`config.mk`:
```
export PLATFORM = sky130hd
export DESIGN_NAME = skip_count_ctrl
export DESIGN_NICKNAME = d
export VERILOG_FILES = /design/src/rtl/skip_count_ctrl.sv
export SDC_FILE = /design/constraint.sdc
export NUM_CORES = 1
export LEC_CHECK = 0
export CAP_MARGIN = 20
export CORE_MARGIN = 2
export CORE_UTILIZATION = 50
export CTS_CLUSTER_SIZE = 24
export DETAILED_ROUTE_END_ITERATION = 7
export GPL_TIMING_DRIVEN = 0
export PLACE_DENSITY = 0.77
export SLEW_MARGIN = 20
export SYNTH_ARGS = -nofsm -noshare
export SYNTH_HDL_FRONTEND = slang
export SYNTH_SLANG_ARGS = --single-unit
```
`constraint.sdc`:
```
create_clock -name clk -period 3.3 [get_ports clk]
set_input_delay 0.825 -clock clk [delete_from_list [all_inputs] [get_ports clk]]
set_output_delay 0.825 -clock clk [all_outputs]
set_load 0.03 [all_outputs]
```
`src/rtl/skip_count_ctrl.sv`:
```
// skip_count_ctrl
//   Sequencer/controller for a modulo-N up-counter that skips one selectable
//   value. Configuration is taken through a valid/ready handshake in IDLE;
//   the counter runs, pauses, stops, and ends after a programmed number of
//   wrap-arounds. All outputs are registered.
//
// Ports
//   clk          rising-edge clock
//   rst          synchronous reset, active-low
//   cfg_valid    configuration offer
//   cfg_ready    high in IDLE; handshake when high together with cfg_valid
//   cfg_mod      modulus (legal 2..2^WIDTH-1)
//   cfg_skip     value to skip
//   cfg_skip_en  enable skipping
//   cfg_wraps    wraps before done, 0 = run forever
//   cfg_err      one-cycle pulse when an offered config is rejected
//   start        begin counting (IDLE only)
//   pause        level, freeze while high
//   stop         abort to IDLE
//   count        current count
//   count_valid  high in RUN and HOLD
//   wrap         one-cycle pulse when count returns to 0
//   done         one-cycle pulse when the wrap limit is reached
//   busy         high in RUN, HOLD, DONE
module skip_count_ctrl #(
    parameter int unsigned WIDTH    = 4,
    parameter int unsigned DEF_MOD  = 7,
    parameter int unsigned DEF_SKIP = 3,
    parameter int unsigned WRAP_W   = 8
) (
    input  logic              clk,
    input  logic              rst,
    input  logic              cfg_valid,
    output logic              cfg_ready,
    input  logic [WIDTH-1:0]  cfg_mod,
    input  logic [WIDTH-1:0]  cfg_skip,
    input  logic              cfg_skip_en,
    input  logic [WRAP_W-1:0] cfg_wraps,
    output logic              cfg_err,
    input  logic              start,
    input  logic              pause,
    input  logic              stop,
    output logic [WIDTH-1:0]  count,
    output logic              count_valid,
    output logic              wrap,
    output logic              done,
    output logic              busy
);

    typedef enum logic [1:0] {S_IDLE, S_RUN, S_HOLD, S_DONE} state_t;

    state_t            state, state_nx;
    logic [WIDTH-1:0]  mod_r, skip_r;
    logic              skip_en_r;
    logic [WRAP_W-1:0] wraps_r, wcnt;

    logic [WIDTH-1:0]  mod_nx, skip_nx, count_nx;
    logic              skip_en_nx;
    logic [WRAP_W-1:0] wraps_nx, wcnt_nx;
    logic              err_nx, wrap_nx, done_nx;

    logic              cfg_hs, cfg_legal, cfg_bad;
    logic [WIDTH:0]    adv;
    logic              adv_wrap;
    logic [WRAP_W-1:0] wcnt_inc;
    logic              limit_hit;

    // Datapath helpers shared by next-state and output logic.
    // adv is one bit wider so that count+1 (and +2 past the skip) cannot
    // alias back into range before the modulus compare.
    always_comb begin
        cfg_hs    = cfg_valid && (state == S_IDLE);
        cfg_legal = ({1'b0, cfg_mod} >= (WIDTH+1)'(2));
        if (cfg_skip_en) begin
            cfg_legal = cfg_legal
                     && ({1'b0, cfg_mod} >= (WIDTH+1)'(3))
                     && (cfg_skip != '0)
                     && (cfg_skip < cfg_mod);
        end
        cfg_bad = cfg_hs && !cfg_legal;

        adv = {1'b0, count} + (WIDTH+1)'(1);
        if (skip_en_r && (adv == {1'b0, skip_r})) begin
            adv = adv + (WIDTH+1)'(1);
        end
        adv_wrap = (adv >= {1'b0, mod_r});

        // Saturating increment keeps an unlimited run from rolling over.
        wcnt_inc  = (wcnt == '1) ? wcnt : wcnt + WRAP_W'(1);
        limit_hit = (wraps_r != '0) && (wcnt_inc == wraps_r);
    end

    // Next-state logic
    always_comb begin
        state_nx = state;
        case (state)
            S_IDLE: if (start && !cfg_bad) state_nx = S_RUN;
            S_RUN: begin
                if (stop)                        state_nx = S_IDLE;
                else if (pause)                  state_nx = S_HOLD;
                else if (adv_wrap && limit_hit)  state_nx = S_DONE;
            end
            S_HOLD: begin
                if (stop)        state_nx = S_IDLE;
                else if (!pause) state_nx = S_RUN;
            end
            S_DONE:  state_nx = S_IDLE;
            default: state_nx = S_IDLE;
        endcase
    end

    // Output / datapath next values
    always_comb begin
        count_nx   = count;
        mod_nx     = mod_r;
        skip_nx    = skip_r;
        skip_en_nx = skip_en_r;
        wraps_nx   = wraps_r;
        wcnt_nx    = wcnt;
        err_nx     = 1'b0;
        wrap_nx    = 1'b0;
        done_nx    = 1'b0;
        case (state)
            S_IDLE: begin
                count_nx = '0;
                err_nx   = cfg_bad;
                if (cfg_hs && cfg_legal) begin
                    mod_nx     = cfg_mod;
                    skip_nx    = cfg_skip;
                    skip_en_nx = cfg_skip_en;
                    wraps_nx   = cfg_wraps;
                end
                if (start && !cfg_bad) wcnt_nx = '0;
            end
            S_RUN: begin
                if (stop) begin
                    count_nx = '0;
                end else if (!pause) begin
                    count_nx = adv_wrap ? '0 : adv[WIDTH-1:0];
                    if (adv_wrap) begin
                        wrap_nx = 1'b1;
                        wcnt_nx = wcnt_inc;
                        done_nx = limit_hit;
                    end
                end
            end
            S_HOLD: if (stop) count_nx = '0;
            S_DONE: count_nx = '0;
            default: count_nx = '0;
        endcase
    end

    // State and output registers
    always_ff @(posedge clk) begin
        if (!rst) begin
            state       <= S_IDLE;
            count       <= '0;
            mod_r       <= WIDTH'(DEF_MOD);
            skip_r      <= WIDTH'(DEF_SKIP);
            skip_en_r   <= 1'b1;
            wraps_r     <= '0;
            wcnt        <= '0;
            cfg_ready   <= 1'b1;
            cfg_err     <= 1'b0;
            count_valid <= 1'b0;
            wrap        <= 1'b0;
            done        <= 1'b0;
            busy        <= 1'b0;
        end else begin
            state       <= state_nx;
            count       <= count_nx;
            mod_r       <= mod_nx;
            skip_r      <= skip_nx;
            skip_en_r   <= skip_en_nx;
            wraps_r     <= wraps_nx;
            wcnt        <= wcnt_nx;
            cfg_ready   <= (state_nx == S_IDLE);
            cfg_err     <= err_nx;
            count_valid <= (state_nx == S_RUN) || (state_nx == S_HOLD);
            wrap        <= wrap_nx;
            done        <= done_nx;
            busy        <= (state_nx != S_IDLE);
        end
    end

endmodule

```
======== After elaboration in Yosys (flattened, before gate mapping) ========
Index checks and enable logic that the tools add are counted.
word-level totals
  flip-flop bits (word level) ............. 37
  input bits .............................. 23
  word-level logic and storage cells ...... 84
operators by class
  add/sub/neg operators ................... 3
  order comparisons ....................... 4
  equal/unequal tests ..................... 14
  mux-type cells .......................... 21
  bitwise gates (word level) .............. 3
  reduce and logical (&&, ||, !) cells .... 26
operator list
  cell                   number
  $mux W8                5
  $mux W4                4
  $pmux W8 S2            1
  $mux W2                6
  $pmux W4 S3            1
  $logic_and A1 B1 Y1    10
  $add A8 B1 Y8 const B  1
  $eq A8 B8 Y1           1
  $eq A8 B8 Y1 const B   1
  $ge A4 B2 Y1 const B   2
  $ne A2 B2 Y1 const B   4
  $pmux W2 S4            1
  $reduce_bool A8 Y1     1
  $eq A2 B2 Y1 const B   3
  $reduce_and A2 Y1      3
  $add A4 B1 Y5 const B  1
  $add A5 B1 Y5 const B  1
  $eq A5 B4 Y1           1
  $ge A5 B4 Y1           1
  $mux W5                1
  $reduce_and A5 Y1      1
  $reduce_or A5 Y1       1
  $eq A2 B1 Y1 const B   2
  $logic_not A2 Y1       2
  11 further kinds       16

======== Depth between registers and ports, before layout ========
Gate-level depths: netlist of the first run.
  word-level depth ........................ 13
  gate-level depth with buffers ........... 18

======== Worst setup path after synthesis of the first run ========
Ideal clock, no wire load.
  path kind ............................... reg-to-reg
  from .................................... register count[0]
  to ...................................... register count_valid
  arrival ................................. 3.532 ns
  required time ........................... 3.185 ns
  slack ................................... -0.347 ns
  stages on the path, launching flop included .. 19
  period minus slack after synthesis ...... 3.647 ns
  path through ............................ dfxtp_1 buf_4 inv_1 ha_1 xor2_1 and4_1 clkbuf_1 nand3_1 nand2_1 nand2_1 ha_1 nand2b_1 a211oi_1 o21ai_1 a21oi_4 nor3_1 a31oi_1 ha_1 and2_1
between the ends
  word-level cells in the longest chain between the ends .. 12
  elaborated cells on any way between the ends .. 14
ends and longest elaborated chain
  element                                                line  RTL
  start, declared                                        43    output logic [WIDTH-1:0] count,
  start signal, assigned                                 171   count <= count_nx;
  $add A4 B1 Y5 (*)                                      82    adv = {1'b0, count} + (WIDTH+1)'(1);
  branches (longest 2 deep; another with $add A5 B1 Y5)  -
  $mux W5 (*)                                            83    if (skip_en_r && (adv == {1'b0, skip_r})) begin
  $ge A5 B4 Y1 (*)                                       86    adv_wrap = (adv >= {1'b0, mod_r});
  $logic_and A1 B1 Y1 (*)                                101   else if (adv_wrap && limit_hit) state_nx = S_DONE;
  $mux W2 (*)                                            101
  $mux W2 (*)                                            100   else if (pause) state_nx = S_HOLD;
  $mux W2 (*)                                            99    if (stop) state_nx = S_IDLE;
  $pmux W2 S4 (*)                                        96    case (state)
  $eq A2 B1 Y1 / $eq A2 B2 Y1 (equally long branches)    179   count_valid <= (state_nx == S_RUN) || (state_nx == S_HOLD);
  $logic_or A1 B1 Y1 (*)                                 179
  end signal, assigned                                   179
  end, declared                                          44    output logic count_valid,
Every way passes the cells marked *.
A chain may end at the register's enable or synchronous reset.

======== Final worst setup path of the first run ========
Same ends and word-level chain as after synthesis.

==> reports/qor.txt, run 1 <==
status - complete, but fails checks
failing checks - setup timing
IO Port Bufs - 31
pwr dens - 367.0 nW/um2
gr usage total - 24.86%
period utilization - 102.2%
Placement Cell Area - 2830 um2
CP endpoint kind - register
Yosys warnings - 0
Total Power - 1165 uW
Hold Fails Final Rpt - 0
post-synth top area share - 30.55%
fraction of layout instances using a drive strength above 1 - 16.05%
post-DP HPWL - 4506 um
CP max stage delay - 0.36 ns
Avg Vias per Cell - 6.144
max-cap violations - 0
Slew @ Worst Pin - 0.7109 ns
Die H - 73.64 um
initial antenna violation count - 0
Root Buffer - clkbuf_8
CTS sink cnt - 37
CP delay by family, top - compound AO/OA/AOI/OAI gates
critical path peak fanout - 6
Non-Filler Instances - 403
R2R Setup Slk - -0.07 ns
total grt overflow - 0
Max-Slew Margin vs Limit - 52.35%
PnR worst setup slack - -0.07195 ns
placer's final routability congestion estimate - 0.8712
RSZ-0062 raised after global routing - yes
P_leak - 0.001188 uW
critical path's slowest cell - dfxtp_4
Synth Area per Inst - 8.083 um2
#FFs+latches synth - 37
CTS tree - yes
vias in the first global route - 2193
Rows - 25
EDFF count, synth - 0
fill cell count - 372
startpoint types - register
final setup violating endpoints - 1
FFs w/ async S/R, synth - 0%
fin. max-slew vios - 0
core area - 4692 um2
count leader, synth - dfxtp_1
top_reg_cell synth - dfxtp_1
Chip Width - 73.64 um
residual DRC count - 0
post-placement cell count - 385
Clk Latency, worst-skew pair - 0.31 ns
area added between synthesis and finish - 30.96%
total wire length - 6578 um
fin nets - 383
register area share after synthesis - 30.55%
synthesized instance count - 300
Syn Nets - 335
Post-Syn Area - 2425 um2
worst min path class - register to register
Hold WS - 0.4877 ns
DR vias - 2476
Initial Util - 51.68%
die area - 5423 um2
Setup Total Neg Slack - -0.07195 ns
largest cells by area after synthesis - dfxtp_1, ha_1, a21oi_1, nand2_1, nand3_1
CTS clk-pin slew, worst paths - 0.08 ns
Final Skew - 0.01454 ns
top cells by instance count after synthesis - dfxtp_1, nand2_1, a21oi_1
antenna-violating nets left - 0
Max Root-Sink Buffers - 2
Final min period - 3.372 ns
largest net degree at the start of global routing - 14
Final Cell Area - 3176 um2
IO Pins - 33
WL/cell - 16.32 um
Initial DRT Pass Iterations - 5
critical path class - register to register
CP required - 3.50 ns
VDD IR max - 248.0 uV
Netlist cell types - 56
critical path arrival - 3.57 ns
First DRT Iteration DRCs - 293
FMAX - 0.2966 GHz
leading area contributor after synthesis - dfxtp_1
worst path cell trace - buf_6 -> inv_6 -> ha_4 -> xor2_1 -> and4_4 -> nand4_1 -> xor2_2 -> ha_4 -> a211oi_4 -> o21ai_4 -> a21oi_4 -> nor3_2 -> a31oi_2 -> ha_1 -> and2_1
Ant. Diodes - 0
CP bufs+invs - 2
Max H-tree Level - 2
first-pass GRT wire length - 10370 um
Crit path top cell by count - ha_4
TritonCTS Buffers - 5
==> cell type report <==
type | instances | area (um2) | share of cell area (%)
clock inverter | 3 | 45.04 | 1.418
clock buffer | 5 | 68.82 | 2.167
buffer | 14 | 67.56 | 2.128
sequential | 37 | 745.7 | 23.48
timing repair buffer | 42 | 392.9 | 12.37
multi-input combinational | 237 | 1742 | 54.85
inverter | 11 | 46.29 | 1.458
tap | 54 | 67.56 | 2.128
==> per-stage QoR <==
step	setup WS [ns]	utilization (%)
6_report	-0.07195	67.68
5_1_grt	-0.2066	67.68
4_1_cts	0.009383	63.57
3_5_place_dp	-0.2688	60.32
3_3_place_gp	-0.2639	60.32
2_1_floorplan	0.02157	-
==> registers in the layout, summed over array words and instances (netlist names) <==
| name | count |
|---|---|
| busy | 1 |
| cfg_ready | 1 |
| state | 2 |
| skip_r | 4 |
| wcnt | 8 |
| mod_r | 4 |
| wrap | 1 |
| cfg_err | 1 |
| wraps_r | 8 |
| skip_en_r | 1 |
| count | 4 |
| count_valid | 1 |
| done | 1 |
==> worst reg2reg max path: stages, from the launching register on <==
cell and delay, ns:
dfxtp_4 0.36, buf_6 0.11, inv_6 0.04, ha_4 0.27
xor2_1 0.18, and4_4 0.29, nand4_1 0.19, xor2_2 0.31
ha_4 0.25, a211oi_4 0.29, o21ai_4 0.10, a21oi_4 0.18
nor3_2 0.08, a31oi_2 0.25, ha_1 0.26, and2_1 0.15
==> layout by cell type (no fill, tap or decap), types with 3 or more instances in the layout <==
cell type	n
clkdlybuf4s50_1	31
buf_4	12
nor4_1	3
and3_1	3
a21oi_1	24
ha_1	9
xnor2_1	4
xor2_2	3
o21ai_1	12
nor2_1	13
dfxtp_1	35
clkbuf_1	9
o21a_1	3
and3_4	3
nand2b_1	5
nor3_1	9
o31ai_1	3
and2_1	3
o211ai_1	4
nand2_1	27
nand3_1	16
o221a_1	5
nand4_1	7
nor2b_1	3
nand3b_1	3
a31oi_1	7
xor2_1	4
ha_4	3
mux2i_1	3
buf_2	3
nor3b_1	4
o21ai_0	7
clkbuf_8	5
inv_1	10
or3_1	5
==> final timing paths <==
| check | startpoint | endpoint | depth (start not counted) |
|---|---|---|---|
| worst min register to register | mod_r[3] | mod_r[3] | 2 |
| worst max register to register | count[0] | count_valid | 15 |
| worst max-delay path | count[0] | count_valid | 15 |
| worst min-delay path | mod_r[3] | mod_r[3] | 2 |
==> power by group <==
part	internal [uW]	switching (uW)	leakage, uW	total, uW
clock	227	183	0.0000587	410
combinational	122	147	0.000826	270
sequential	468	17.5	0.000303	486
==> what timing repair did <==
item,CTS,global route
hold buffers,0,0
pin swaps,6,16
endpoints found under the setup margin,10,13
buffers inserted,2,9
gates resized for setup,8,20
==> kinds of logic (layout without fill, tap and decap cells) <==
| kind of cell | after synthesis | after routing | share of synthesized area (%) |
|---|---|---|---|
| muxes | 3 | 3 | 1.238 |
| buffers and inverters | 26 | 75 | 4.489 |
| AOI/OAI and AO/OA | 91 | 91 | 24.97 |
| xor gates and xnor gates | 14 | 14 | 6.295 |
| adders and majority gates | 12 | 12 | 6.192 |
| and+or+nand+nor | 117 | 117 | 26.26 |
| DFF | 37 | 37 | 30.55 |
==> per-layer routing <==
layer / routed length (um) / up-vias / track usage [%]
met5: 0 / - / 0
met2: 3159 / 91 / 39.58
met1: 2912 / 1170 / 34.12
li1: - / 1206 / -
met4: 101 / 0 / 7.273
met3: 405 / 9 / 4.801
Note: power is estimated with default switching activity, not from simulation.
==> run 2, diff against run 1 <==
--- a/config.mk
+++ b/config.mk
@@ -7,11 +7,10 @@
 export LEC_CHECK = 0
 export CAP_MARGIN = 20
 export CORE_MARGIN = 2
-export CORE_UTILIZATION = 50
+export CORE_UTILIZATION = 29
 export CTS_CLUSTER_SIZE = 24
 export DETAILED_ROUTE_END_ITERATION = 7
 export GPL_TIMING_DRIVEN = 0
-export PLACE_DENSITY = 0.77
 export SLEW_MARGIN = 20
 export SYNTH_ARGS = -nofsm -noshare
 export SYNTH_HDL_FRONTEND = slang
==> run 2 against run 1 <==
Compared with the run above: the run now ends clean; clock power fell by 24%; first-iteration DRC count fell by 11%; critical path depth rose by 2; count of clock-buffer cells in the layout rose by 1; combinational power fell by 5%; sequential cell count did not move; global-route usage fell by 10 points; maximum frequency rose by 6.1%; critical endpoint unchanged.
==> reports/qor.txt, run 2 (same netlist as run 1, synthesis figures left out) <==
die area - 9109 um2 (+68%)
status - complete, no violations
residual DRC count - 0 (unchanged)
pwr dens - 336.4 nW/um2 (-8.3%)
CTS Hold Buffers Added - 0 (unchanged)
CP endpoint kind - register
CP max stage delay - 0.35 ns (about the same)
gr usage total - 14.56% (-10 points)
Max-Slew Margin vs Limit - 53.18% (+0.83 points)
placer's final routability congestion estimate - 0.9146 (+5.0%)
Root Buffer - clkbuf_8
CP bufs+invs - 3 (+1)
commonest non-fill, non-tap cell in the layout - dfxtp_1
post-placement cell count - 436 (+13%)
Clk Latency, worst-skew pair - 0.30 ns (about the same)
fin nets - 379 (-1.0%)
DR vias - 2372 (-4.2%)
R2R Setup Slk - 0.12 ns (+0.19 ns)
max-cap violations - 0 (unchanged)
CP delay by family, top - simple AND/OR/NAND/NOR gates
Final Skew - 0.006650 ns (-0.007890 ns)
Chip Width - 95.44 um (+30%)
DP Worst Slack - -0.2944 ns (-0.02563 ns)
area added between synthesis and finish - 28.79%
initial antenna violation count - 0 (unchanged)
core area - 8175 um2 (+74%)
FMAX - 0.3146 GHz (+6.1%)
IO Port Bufs - 31 (unchanged)
critical path class - register to register
r2r startpoint - count[0]
antenna-violating nets left - 0 (unchanged)
first-pass GRT wire length - 10430 um (+0.60%)
worst path cell trace - buf_6 -> inv_4 -> ha_4 -> xor2_1 -> and4_1 -> buf_6 -> nand4_1 -> nand2_1 -> ha_1 -> nand2b_4 -> a211oi_4 -> o21ai_2 -> a21oi_4 -> nor3_2 -> a31oi_2 -> ha_1 -> and2_1
VDD IR max - 220.3 uV (-11%)
P_leak - 0.001143 uW (-3.7%)
Slew @ Worst Pin - 0.6984 ns (-0.01244 ns)
Initial DRT Pass Iterations - 4 (-1)
Initial Util - 29.66% (-22 points)
WL/cell - 14.43 um (-12%)
final setup violating endpoints - 0 (-1)
vias in the first global route - 2130 (-2.9%)
fraction of layout instances using a drive strength above 1 - 13.33% (-2.7 points)
TritonCTS Buffers - 5 (unchanged)
critical path's slowest cell - dfxtp_4
CTS tree - yes
period utilization - 96.32% (-5.9 points)
PnR worst setup slack - 0.1214 ns (+0.1933 ns)
First DRT Iteration DRCs - 260 (-11%)
Hold EP - mod_r[3]
Die H - 95.44 um (+30%)
CTS clk-pin slew, worst paths - 0.07 ns (about the same)
Ant. Diodes - 0 (unchanged)
total grt overflow - 0 (unchanged)
total wire length - 6495 um (-1.3%)
startpoint types - register
Max Root-Sink Buffers - 2 (unchanged)
hold path cells - 2 (unchanged)
IO Pins - 33 (unchanged)
CP required - 3.49 ns (about the same)
biggest regs - wcnt: 8 flops, wraps_r: 8 flops
worst min path class - register to register
CTS sink cnt - 37 (unchanged)
hold_sp - mod_r[3]
largest net degree at the start of global routing - 12 (-2)
Avg Vias per Cell - 5.271 (-14%)
critical path arrival - 3.37 ns (-0.20 ns)
Max H-tree Level - 2 (unchanged)
fin. max-slew vios - 0 (unchanged)
Reg-to-Reg End - count_valid
critical path peak fanout - 6 (unchanged)
reg2reg path depth - 17 (+2)
Final min period - 3.179 ns (-0.1933 ns)
post-DP HPWL - 4849 um (+7.6%)
commonest cells after routing, fill and taps aside - dfxtp_1, clkdlybuf4s50_1, nand2_1
Non-Filler Instances - 450 (+12%)
Rows - 33 (+32%)
RSZ-0062 raised after global routing - yes
Hold Fails Final Rpt - 0 (unchanged)
run 2: worst register-to-register path: cells and delay by family (launching register included):
| kind | cells | cell delay, ns |
|---|---|---|
| simple gates | 6 | 0.84 |
| fa+ha+maj | 3 | 0.76 |
| compound gates | 4 | 0.73 |
| flops | 1 | 0.35 |
| buf+inv | 3 | 0.27 |
| xor+xnor | 1 | 0.12 |
run 2: per-layer routing:
layer	track usage, %	part of all wire, %
met5	0	0
met4	5.714	1.1
met3	2.688	5.7
met2	21.48	44
met1	20.85	50
run 2: area by class of cell:
cell class	count	area, um2
flip-flops and latches	37	745.7
fillers	850	5052
multi-input cells	237	1685
clock inverters	2	10.01
repair buffers	37	355.3
plain buffers	15	78.83
clock buffers	6	72.57
well taps	105	131.4
inverters	11	43.79
run 2: timing repair:
item	CTS	global route
gates resized for setup	2	20
pin swaps	0	10
endpoints found under the setup margin	10	23
buffers inserted	1	5
gates cloned	0	0
run 2: worst max path at each step:
stage          startpoint           to  depth (start not counted)
6_report         count[0]  count_valid                         17
2_1_floorplan    count[0]  count_valid                         16
3_5_place_dp     count[0]  count_valid                         16
5_1_grt          count[0]  count_valid                         15
4_1_cts          count[0]  count_valid                         16
3_3_place_gp     count[0]  count_valid                         16
run 2: stage by stage:
stage                     total power [uW]  cell area (um2)  hold WS [ns]  TNS [ns]  utilization [%]
after CTS                             1030             2990        0.4885   -0.1315            36.58
after global placement               718.5             2894        0.4662    -2.290            35.40
final                                 1050             3123        0.4859         0            38.20
after global routing                  1108             3123        0.5280  -0.07982            38.20
after detailed placement             722.2             2894        0.4790    -2.407            35.40
after floorplan                      640.9             2452        0.4443         0                -
run 2: power by group:
part           total [uW]  switching, uW  internal [uW]
registers             484           15.4            468
clock network         310            164            146
logic                 257            142            115
total                1050            321            729
==> run 3, diff against run 2 <==
==> constraint.sdc (replaced) <==
create_clock -name clk -period 3.3 [get_ports clk]
set_input_delay 0.99 -clock clk [delete_from_list [all_inputs] [get_ports clk]]
set_output_delay 0.99 -clock clk [all_outputs]
set_load 0.03 [all_outputs]
==> run 3 against run 2 <==
Compared with the run above: total power rose by 0.46%; sequential cell count did not move; wire length fell by 0.31%; largest power group unchanged.
==> reports/qor.txt, run 3 (same netlist as run 1, synthesis figures left out) <==
status - complete, no violations
PnR worst setup slack - 0.1144 ns (-0.006916 ns)
placer's final routability congestion estimate - 0.9146 (unchanged)
Die H - 95.44 um (unchanged)
post-DP HPWL - 4849 um (unchanged)
Clk Latency, worst-skew pair - 0.29 ns (about the same)
Ant. Diodes - 0 (unchanged)
largest net degree at the start of global routing - 12 (unchanged)
Hold WS - 0.4869 ns (+0.001076 ns)
critical path arrival - 3.37 ns (about the same)
critical path peak fanout - 6 (unchanged)
WL/cell - 14.26 um (-1.2%)
VDD IR max - 218.9 uV (-0.63%)
CP delay by family, top - simple AND/OR/NAND/NOR gates
antenna-violating nets left - 0 (unchanged)
r2r startpoint - count[0]
Final min period - 3.186 ns (+0.006916 ns)
Initial DRT Pass Iterations - 4 (unchanged)
vias in the first global route - 2133 (+0.14%)
first-pass GRT wire length - 10450 um (+0.13%)
Final Skew - 0.005980 ns (-0.0006702 ns)
startpoint types - register
initial antenna violation count - 0 (unchanged)
DR vias - 2388 (+0.67%)
CTS sink cnt - 37 (unchanged)
worst path cell trace - buf_6 -> inv_4 -> ha_4 -> xor2_1 -> and4_1 -> buf_6 -> nand4_1 -> nand2_1 -> ha_1 -> nand2b_4 -> a211oi_4 -> o21ai_2 -> a21oi_4 -> nor3_2 -> a31oi_2 -> ha_1 -> and2_1
fin. max-slew vios - 0 (unchanged)
Reg-to-Reg End - count_valid
CTS clk-pin slew, worst paths - 0.07 ns (about the same)
TritonCTS Buffers - 5 (unchanged)
First DRT Iteration DRCs - 261 (+0.38%)
pwr dens - 333.8 nW/um2 (-0.77%)
CTS tree - yes
Hold Fails Final Rpt - 0 (unchanged)
core area - 8175 um2 (unchanged)
Placement Cell Area - 2894 um2 (unchanged)
biggest regs - wcnt: 8 flops, wraps_r: 8 flops
IO Port Bufs - 31 (unchanged)
Rows - 33 (unchanged)
CTS Hold Buffers Added - 0 (unchanged)
R2R Setup Slk - 0.11 ns (about the same)
Chip Width - 95.44 um (unchanged)
critical path class - register to register
Max H-tree Level - 2 (unchanged)
max-cap violations - 0 (unchanged)
DP Worst Slack - -0.3119 ns (-0.01748 ns)
Final Util - 38.67% (+0.47 points)
IO Pins - 33 (unchanged)
CP max stage delay - 0.35 ns (about the same)
commonest non-fill, non-tap cell in the layout - dfxtp_1
crit path capture - count_valid
final setup violating endpoints - 0 (unchanged)
CP bufs+invs - 3 (unchanged)
CP endpoint kind - register
Max-Slew Margin vs Limit - 53.55% (+0.36 points)
reg2reg path depth - 17 (unchanged)
Max Root-Sink Buffers - 2 (unchanged)
gr usage total - 14.58% (+0.016 points)
P_leak - 0.001164 uW (+1.9%)
Slew @ Worst Pin - 0.6930 ns (-0.005440 ns)
die area - 9109 um2 (unchanged)
Final Cell Area - 3162 um2 (+1.2%)
fraction of layout instances using a drive strength above 1 - 14.90% (+1.6 points)
Initial Util - 29.66% (unchanged)
FMAX - 0.3139 GHz (-0.22%)
total grt overflow - 0 (unchanged)
Critical path origin - count[0]
area added between synthesis and finish - 30.39%
fin nets - 383 (+1.1%)
Root Buffer - clkbuf_8
CP required - 3.49 ns (about the same)
commonest cells after routing, fill and taps aside - dfxtp_1, clkdlybuf4s50_1, nand2_1
period utilization - 96.53% (+0.21 points)
residual DRC count - 0 (unchanged)
worst min path class - register to register
Total Power - 1055 uW (+0.46%)
total wire length - 6475 um (-0.31%)
critical path's slowest cell - dfxtp_4
Avg Vias per Cell - 5.260 (-0.21%)
Worst path depth - 17 (unchanged)
RSZ-0062 raised after global routing - yes
## run 3: how the worst min path moves through the flow
stage                           from    endpoint  slack [ns]  depth (start not counted)
after floorplan            skip_en_r   skip_en_r        0.44                          2
after global placement      mod_r[3]    mod_r[3]        0.47                          2
after detailed placement    mod_r[3]    mod_r[3]        0.48                          2
after CTS                   mod_r[3]    mod_r[3]        0.49                          2
after global routing      wraps_r[0]  wraps_r[0]        0.53                          2
final                       mod_r[3]    mod_r[3]        0.49                          2
## run 3: final cells by class
| type | count | area (um2) |
|---|---|---|
| sequential | 37 | 745.7 |
| clock buffer | 6 | 72.57 |
| timing repair buffer | 41 | 385.4 |
| clock inverter | 2 | 10.01 |
| inverter | 11 | 43.79 |
| buffer | 15 | 78.83 |
| tap | 105 | 131.4 |
| fill | 842 | 5014 |
| multi-input combinational | 237 | 1694 |
## run 3: tightest hold or removal path: cells and delay by family (launching register included)
kind,cells,cell delay [ns]
AO/OA/AOI/OAI,2,0.12
flip-flops,1,0.31
## run 3: routing by layer
metal  vias to the layer above  part of all wire (%)  track usage [%]
met4                         0                   1.0            5.714
met5                         -                     0                0
li1                       1211                     -                -
met1                      1105                    49            20.90
met3                         6                   5.8            2.688
met2                        66                    44            21.48
## run 3: repair_timing
action,in CTS,in global routing
pin swaps,0,12
endpoints found under the setup margin,11,25
setup buffers,1,9
resized for setup,3,20
## run 3: per-stage QoR
| stage | TNS [ns] | std cells |
|---|---|---|
| floorplan | 0 | 300 |
| global placement | -3.891 | 436 |
| detailed placement | -4.647 | 436 |
| CTS | -0.1315 | 445 |
| global route | -0.07977 | 454 |
| finish | 0 | 454 |
## run 3: where the power goes
part,internal [uW],switching (uW)
Sequential,468,15.5
Combinational,123,144
Clock,146,158
